===== src/rtl/pipe_ctrl.sv =====
// Hazard and sequencing controller for the five-stage Y86 pipeline: stall/bubble strobes,
// memory-wait watchdog and terminal HALT. Define PIPE_CTRL_PERF_EN to add performance counters.
module pipe_ctrl #(
    parameter int TIMEOUT_W   = 8,
    parameter int MEM_TIMEOUT = 200
) (
    input  logic       clk,
    input  logic       rst,
    input  logic [3:0] D_icode,
    input  logic [3:0] d_srcA,
    input  logic [3:0] d_srcB,
    input  logic [3:0] E_icode,
    input  logic [3:0] E_dstM,
    input  logic       e_Cnd,
    input  logic [3:0] M_icode,
    input  logic [3:0] m_stat,
    input  logic [3:0] W_stat,
    input  logic       dmem_ready,
    output logic       F_stall,
    output logic       D_stall,
    output logic       D_bubble,
    output logic       E_bubble,
    output logic       M_stall,
    output logic       M_bubble,
    output logic       W_stall,
    output logic       W_bubble,
    output logic       halted,
    output logic       mem_timeout
`ifdef PIPE_CTRL_PERF_EN
    ,
    output logic [31:0] perf_stall_cyc,
    output logic [31:0] perf_bubble_cyc,
    output logic [31:0] perf_memwait_cyc
`endif
);

    localparam logic [3:0] I_JXX   = 4'h7;
    localparam logic [3:0] I_RET   = 4'h9;
    localparam logic [3:0] R_NONE  = 4'hF;
    localparam logic [3:0] STAT_AOK = 4'h1;
    localparam logic [TIMEOUT_W-1:0] TIMEOUT_VAL = TIMEOUT_W'(MEM_TIMEOUT);

    typedef enum logic [1:0] {
        RUN      = 2'd0,
        MEM_WAIT = 2'd1,
        HALT     = 2'd2
    } state_t;

    state_t               state, state_nxt;
    logic [TIMEOUT_W-1:0] wait_cnt, wait_cnt_nxt;
    logic                 timeout_nxt;

    logic mem_op, mem_busy, load_use, ret_pend, mispred, exc_m, exc_w;

    // Memory handshake: an M-stage access is outstanding while mem_op is high and completes
    // in the cycle dmem_ready is high; until then F, D and M hold and a nop drains into W.
    assign mem_op   = M_icode inside {4'h4, 4'h5, 4'h8, 4'h9, 4'hA, 4'hB};
    assign mem_busy = mem_op && !dmem_ready;
    assign load_use = (E_icode inside {4'h5, 4'hB}) && (E_dstM != R_NONE)
                      && ((E_dstM == d_srcA) || (E_dstM == d_srcB));
    assign ret_pend = (D_icode == I_RET) || (E_icode == I_RET) || (M_icode == I_RET);
    assign mispred  = (E_icode == I_JXX) && !e_Cnd;
    assign exc_m    = (m_stat != STAT_AOK);
    assign exc_w    = (W_stat != STAT_AOK);

    always_ff @(posedge clk) begin
        if (!rst) begin
            state       <= RUN;
            wait_cnt    <= '0;
            mem_timeout <= 1'b0;
        end else begin
            state       <= state_nxt;
            wait_cnt    <= wait_cnt_nxt;
            mem_timeout <= timeout_nxt;
        end
    end

    always_comb begin
        state_nxt    = state;
        wait_cnt_nxt = wait_cnt;
        timeout_nxt  = 1'b0;
        case (state)
            RUN: begin
                if (exc_w) begin
                    state_nxt = HALT;
                end else if (mem_busy) begin
                    state_nxt    = MEM_WAIT;
                    wait_cnt_nxt = TIMEOUT_W'(1);
                end
            end
            MEM_WAIT: begin
                // A faulting W-stage instruction wins over the watchdog in the same cycle.
                if (exc_w) begin
                    state_nxt = HALT;
                end else if (dmem_ready) begin
                    state_nxt    = RUN;
                    wait_cnt_nxt = '0;
                end else if (wait_cnt == TIMEOUT_VAL) begin
                    state_nxt   = HALT;
                    timeout_nxt = 1'b1;
                end else begin
                    wait_cnt_nxt = wait_cnt + TIMEOUT_W'(1);
                end
            end
            HALT:    state_nxt = HALT;
            default: state_nxt = RUN;
        endcase
    end

    always_comb begin
        F_stall  = 1'b0;
        D_stall  = 1'b0;
        D_bubble = 1'b0;
        E_bubble = 1'b0;
        M_stall  = 1'b0;
        M_bubble = 1'b0;
        W_stall  = 1'b0;
        W_bubble = 1'b0;
        halted   = 1'b0;
        if (!rst) begin
            D_bubble = 1'b1;
            E_bubble = 1'b1;
            M_bubble = 1'b1;
            W_bubble = 1'b1;
        end else if (state == HALT) begin
            F_stall = 1'b1;
            D_stall = 1'b1;
            M_stall = 1'b1;
            W_stall = 1'b1;
            halted  = 1'b1;
        end else if (mem_busy) begin
            F_stall  = 1'b1;
            D_stall  = 1'b1;
            M_stall  = 1'b1;
            W_bubble = 1'b1;
        end else begin
            // load_use with a pending ret stalls D rather than bubbling it.
            F_stall  = load_use || ret_pend;
            D_stall  = load_use;
            D_bubble = mispred || (ret_pend && !load_use);
            E_bubble = mispred || load_use;
            M_bubble = exc_m || exc_w;
            W_stall  = exc_w;
        end
    end

`ifdef PIPE_CTRL_PERF_EN
    always_ff @(posedge clk) begin
        if (!rst) begin
            perf_stall_cyc   <= '0;
            perf_bubble_cyc  <= '0;
            perf_memwait_cyc <= '0;
        end else if (state != HALT) begin
            if (F_stall)  perf_stall_cyc   <= perf_stall_cyc + 32'd1;
            if (E_bubble) perf_bubble_cyc  <= perf_bubble_cyc + 32'd1;
            if (mem_busy) perf_memwait_cyc <= perf_memwait_cyc + 32'd1;
        end
    end
`endif

endmodule


===== config.mk =====
export PLATFORM = sky130hd
export DESIGN_NAME = pipe_ctrl
export DESIGN_NICKNAME = d
export VERILOG_FILES = /design/src/rtl/pipe_ctrl.sv
export SDC_FILE = /design/constraint.sdc
export NUM_CORES = 1
export LEC_CHECK = 0
export ABC_AREA = 1
export CORE_MARGIN = 3
export CORE_UTILIZATION = 43
export DETAILED_ROUTE_END_ITERATION = 16
export GPL_TIMING_DRIVEN = 1
export PLACE_DENSITY = 0.91
export SLEW_MARGIN = 20
export SYNTH_ARGS = -nofsm -noshare
export SYNTH_HDL_FRONTEND = slang
export SYNTH_SLANG_ARGS = --single-unit

===== constraint.sdc =====
create_clock -name clk -period 3.7 [get_ports clk]
set_clock_uncertainty 0.1 [all_clocks]
set_input_delay 0.925 -clock clk [delete_from_list [all_inputs] [get_ports clk]]
set_output_delay 0.925 -clock clk [all_outputs]
set_load 0.01 [all_outputs]

### After elaboration in Yosys (flattened, before gate mapping)

Cells that the tools add are included.

* reduce and logical (&&, ||, !) cells: 22
* mux-type cells: 38
* bitwise operators: 2
* equality and inequality tests: 25
* add/sub/neg operators: 1

Operator list (count)
* 2-to-1 mux 8 bit: 5
* equality test 4 bit (second input constant): 7
* 2-to-1 mux 1 bit: 26
* equality test 4 x 3 -> 1 bit (second input constant): 4
* case mux 8 bit (2 select lines): 1
* 2-to-1 mux 2 bit: 5
* adder 8 x 1 -> 8 bit (second input constant): 1
* equality test 4 bit: 2
* equality test 8 bit (second input constant): 1
* inequality test 4 x 1 -> 1 bit (second input constant): 2
* inequality test 4 bit (second input constant): 2
* logical OR 1 bit: 7
* inequality test 2 bit (second input constant): 3
* inequality test 3 bit (second input constant): 2
* case mux 2 bit (3 select lines): 1
* nonzero test 6 bit: 1
* logical AND 1 bit: 5
* AND reduction 5 bit: 1
* nonzero test 2 bit: 2
* OR reduction 4 bit: 1
* logical NOT 1 bit: 3
* equality test 2 x 1 -> 1 bit (second input constant): 1
* equality test 2 bit (second input constant): 1
* logical NOT 2 bit: 1
* 2 further kinds: 3

* logic and storage cells: 91
* input bits: 36
* output and inout port bits: 10
* register bits after elaboration: 11

### Logic depth before layout (Yosys ltp)

* depth after elaboration: 10
* depth in mapped cells: 12
* gate-level depth less buffers: 11

### Worst setup path after synthesis

OpenSTA, ideal clock, no wires.

* path type: input-to-output
* start: input M_icode[3]
* end: output D_bubble
* slack: 965 ps
* cell stages on the path: 6
* path buffers: 0
* arrival time: 1710 ps
* required time: 2675 ps
* cell sequence: inv_1 -> nand3_1 -> nand2_1 -> a21oi_1 -> nor2_1 -> o21ai_0

* longest elaborated chain between the ends: 7
* elaborated cells on any way between the ends: 14
* classes of those cells: eq/ne: 6; mux: 3; reduce/logical: 5

Ends and longest elaborated chain
* start: declaration: line 15 `input logic [3:0] M_icode,`
* parallel branches: the longest is 4 deep, another holds nonzero test 6 bit
* 2-to-1 mux 1 bit (*): line 131 `end else if (mem_busy) begin`
* 2-to-1 mux 1 bit (*): line 125 `end else if (state == HALT) begin`
* 2-to-1 mux 1 bit (*): line 120 `if (!rst) begin`
* end: declaration: line 21 `output logic D_bubble,`

Mark *: on every way between the ends.

### Worst setup path after layout

* start: input M_icode[3]
* end: output M_stall

* longest elaborated chain between the ends: 6
* elaborated cells on any way between the ends: 11
* classes of those cells: eq/ne: 6; mux: 3; reduce/logical: 2

Ends and longest elaborated chain
* equality test 4 x 3 -> 1 bit / equality test 4 bit (equally long branches): line 57 `assign mem_op = M_icode inside {4'h4, 4'h5, 4'h8, 4'h9, 4'hA, 4'hB};`
* nonzero test 6 bit (*): line 57
* logical AND 1 bit (*): line 58 `assign mem_busy = mem_op && !dmem_ready;`
* 2-to-1 mux 1 bit (*): line 131
* 2-to-1 mux 1 bit (*): line 125
* 2-to-1 mux 1 bit (*): line 120
* end: declaration: line 23 `output logic M_stall,`

Every way passes the cells marked *; elsewhere a longest branch is shown, timed or not.

==> results.tsv <==
metric	value	unit
Lkg Pwr	0.000743	uW
clock sink total	11	
CP endpoint kind	output port	
Worst Max-Slew Pin Slew	0.464	ns
Max-Cap Viols	0	
post-DR wirelength/cell	12.7	um
CTS buffer count	3	
Worst slew margin	0.690	
count leader, synth	nand2_1	
Synth top area share	0.223	
top cells by area, synth	dfxtp_1 22%, nand2_1 14%, inv_1 11%	
switching power of the nets	94.5	uW
Top delay family on crit path	buffers and inverters	
Via density	5.10	
Final period util	0.960	
Logic pwr share	0.357	
Top Ports	46	
number of global-route vias before repair	1209	
input/output buffers	45	
CTS max path bufs	2	
Final nets	255	
TritonCTS clock tree	yes	
worst-path cell chain	clkdlybuf4s50_1 -> inv_1 -> nand3_1 -> nand2_1 -> a21oi_4 -> nor2_1 -> clkdlybuf4s50_1	
mux share of post-synthesis cell area	0	
DRC errors left	0	
compound-cell area share of the yosys netlist	0.101	
post-synthesis cell area	987	um2
peak per-stage delay on the critical path	0.59	ns
Clk Latency, worst-skew pair	0.28	ns
routed wire length	3100	um
Yosys warnings	0	
Top FF cell, synth	dfxtp_1	
Pre-antenna DRT Iters	4	
antenna-violating nets left	0	
worst vdd ir	238	uV
critical path startpoint category	input pin	
CP bufs+invs	3	
WS Path Type	in -> out	
min Tclk post-route	3.55	ns
syn_area_per_cell	6.06	um2
sw frac	0.294	
outcome	finished clean	
Critical Path AT	2.53	ns
Unique masters post-synth	25	
most used cell, CP	clkdlybuf4s50_1	
CTS Hold Bufs	0	
Final setup viols	0	
DRT iter0 DRCs	33	
EDFF count, synth	0	
syn nets	201	
Final Max Slew Viols	0	
largest net degree at the start of global routing	16	
clock root buffer	clkbuf_4	
CTS clock-pin slew for the worst setup and hold paths	0.07	ns
PD cells	208	nW/um2
layout cells sized above 1	0.111	
FP Rows	16	
die area	2910	um2
total gr overflow	0	
Die X	53.9	um
first-pass GRT wire length	5120	um
Synth Area in XOR/XNOR	0.0710	
Pint	227	uW
Hold WS	0.442	ns
initial core utilization	0.479	
share of total power in the clock network	0.264	
Layout area overhead	56.5	%
antenna violations before repair	0	
Synth Area in Adders	0.0253	
Design Area, Final	1550	um2
Yosys top cell by area	dfxtp_1	
die height	53.9	um
Tightest Hold Check Type	reg -> reg	
Hold Violations, Final	0	
Post-CTS Setup Bufs	0	
RSZ-0062 raised after global routing	false	
RePlAce Congestion	0.831	
Post-synth top cells	37 x nand2_1, 30 x inv_1, 19 x nor2_1, 11 x dfxtp_1, 10 x nand3_1	
largest family of logic cells by synthesized area	simple AND/OR/NAND/NOR gates	
Setup Total Neg Slack	0	ns
Placed Cells	239	
FF+latch count, synth	11	
final std cells w/o fill	243	
sequential fraction of the synthesis area	0.223	
H-Tree Depth	1	
DR vias	1240	
simple-gate share of the synthesized area	0.442	
HPWL after DPL	2550	um
global-route usage over all layers	0.240	
Synth Instances	163	
Worst Path Max Fanout	4	
ANT cells	0	
Synth async-reset ratio	0	
Crit path required time	2.67	ns
critical path's slowest cell	clkdlybuf4s50_1	
placed inst area	1500	um2
total core area	2060	um2
Max Clk Rate	0.282	GHz
Seq pwr share	0.379	
[worst reg2reg max path: stages (launching register included)]
cell and delay [ns]:
dfxtp_1 0.37, inv_1 0.08, ha_1 0.21, nand2_1 0.07
nor2_1 0.06, nand3_2 0.09, nand2_2 0.08, nor2_4 0.32
nand2_1 0.18, nand2_1 0.16, nor2_1 0.06
[layout by cell type (no fill, tap or decap)]
| master | count |
|---|---|
| a211oi_1 | 1 |
| a21boi_1 | 1 |
| a21oi_1 | 7 |
| a21oi_4 | 1 |
| a31oi_1 | 1 |
| and3_1 | 1 |
| buf_4 | 6 |
| clkbuf_1 | 1 |
| clkbuf_4 | 3 |
| clkdlybuf4s50_1 | 38 |
| dfxtp_1 | 11 |
| dlygate4sd2_1 | 3 |
| dlymetal6s2s_1 | 4 |
| ha_1 | 2 |
| inv_1 | 30 |
| inv_2 | 1 |
| nand2_1 | 37 |
| nand2_2 | 6 |
| nand3_1 | 10 |
| nand3_2 | 1 |
| nand4_1 | 7 |
| nor2_1 | 19 |
| nor2_2 | 2 |
| nor2_4 | 2 |
| nor3_1 | 3 |
| nor3_4 | 1 |
| nor4_1 | 2 |
| o21ai_0 | 5 |
| o21ai_2 | 1 |
| o311ai_0 | 1 |
| xnor2_1 | 8 |
[area by class of cell]
class / count / area, um2
Timing Repair Buffer: 51 / 502
Sequential cell: 11 / 220
Multi-Input combinational cell: 119 / 647
Tap cell: 27 / 33.8
Inverter: 31 / 116
Fill cell: 175 / 517
Clock buffer: 4 / 26.3
[per-layer routing]
layer  wire length, um  up-vias  global-route usage
li1                  -      626                   -
met1              1240      558               0.281
met2              1620       44               0.444
met3               131       12              0.0222
met4               106        0              0.0894
met5                 0        -                   0
[logic make-up (layout without fill, tap and decap cells)]
group	count (synthesis)	count (layout)
simple gates	91	91
fa+ha+maj	2	2
buf+inv	33	86
compound gates	18	18
flops	11	11
xor+xnor	8	8
[what timing repair did]
| action | CTS | global route |
|---|---|---|
| gates resized for setup | 4 | 8 |
| endpoints found under the hold margin | 0 | 0 |
| setup endpoints to repair | 6 | 4 |
| cloned | 0 | 0 |
| pin swaps | 1 | 0 |
[flip-flops by register name, summed over array words and instances, names as in the netlist]
| signal | count |
|---|---|
| wait_cnt | 8 |
| state | 2 |
| mem_timeout | 1 |
[final timing paths]
| kind | startpoint | end | slack [ns] | cells after the start |
|---|---|---|---|---|
| min reg2reg | wait_cnt[7] | wait_cnt[7] | 0.44 | 4 |
| max | M_icode[3] | M_stall | 0.15 | 7 |
| min | wait_cnt[7] | wait_cnt[7] | 0.44 | 4 |
| max reg2reg | wait_cnt[0] | wait_cnt[7] | 1.83 | 10 |
[power groups by stage]
| stage | clock network (uW) | registers [uW] | logic (uW) |
|---|---|---|---|
| finish | 85.0 | 122 | 115 |
| global route | 93.0 | 122 | 125 |
| CTS | 87.4 | 122 | 113 |
| detailed placement | 0 | 125 | 114 |
| global placement | 0 | 124 | 109 |
| floorplan | 0 | 124 | 41.7 |
[through the flow]
| stage | setup slack, ns | total power, uW | util |
|---|---|---|---|
| CTS | 0.000675 | 322 | 0.739 |
| finish | 0.148 | 322 | 0.749 |
| detailed placement | -0.0843 | 238 | 0.726 |
| global route | 0.0316 | 340 | 0.749 |
| floorplan | 0.965 | 166 | - |
| global placement | 0.0439 | 233 | 0.726 |
Power figures use the tool's default switching activity.
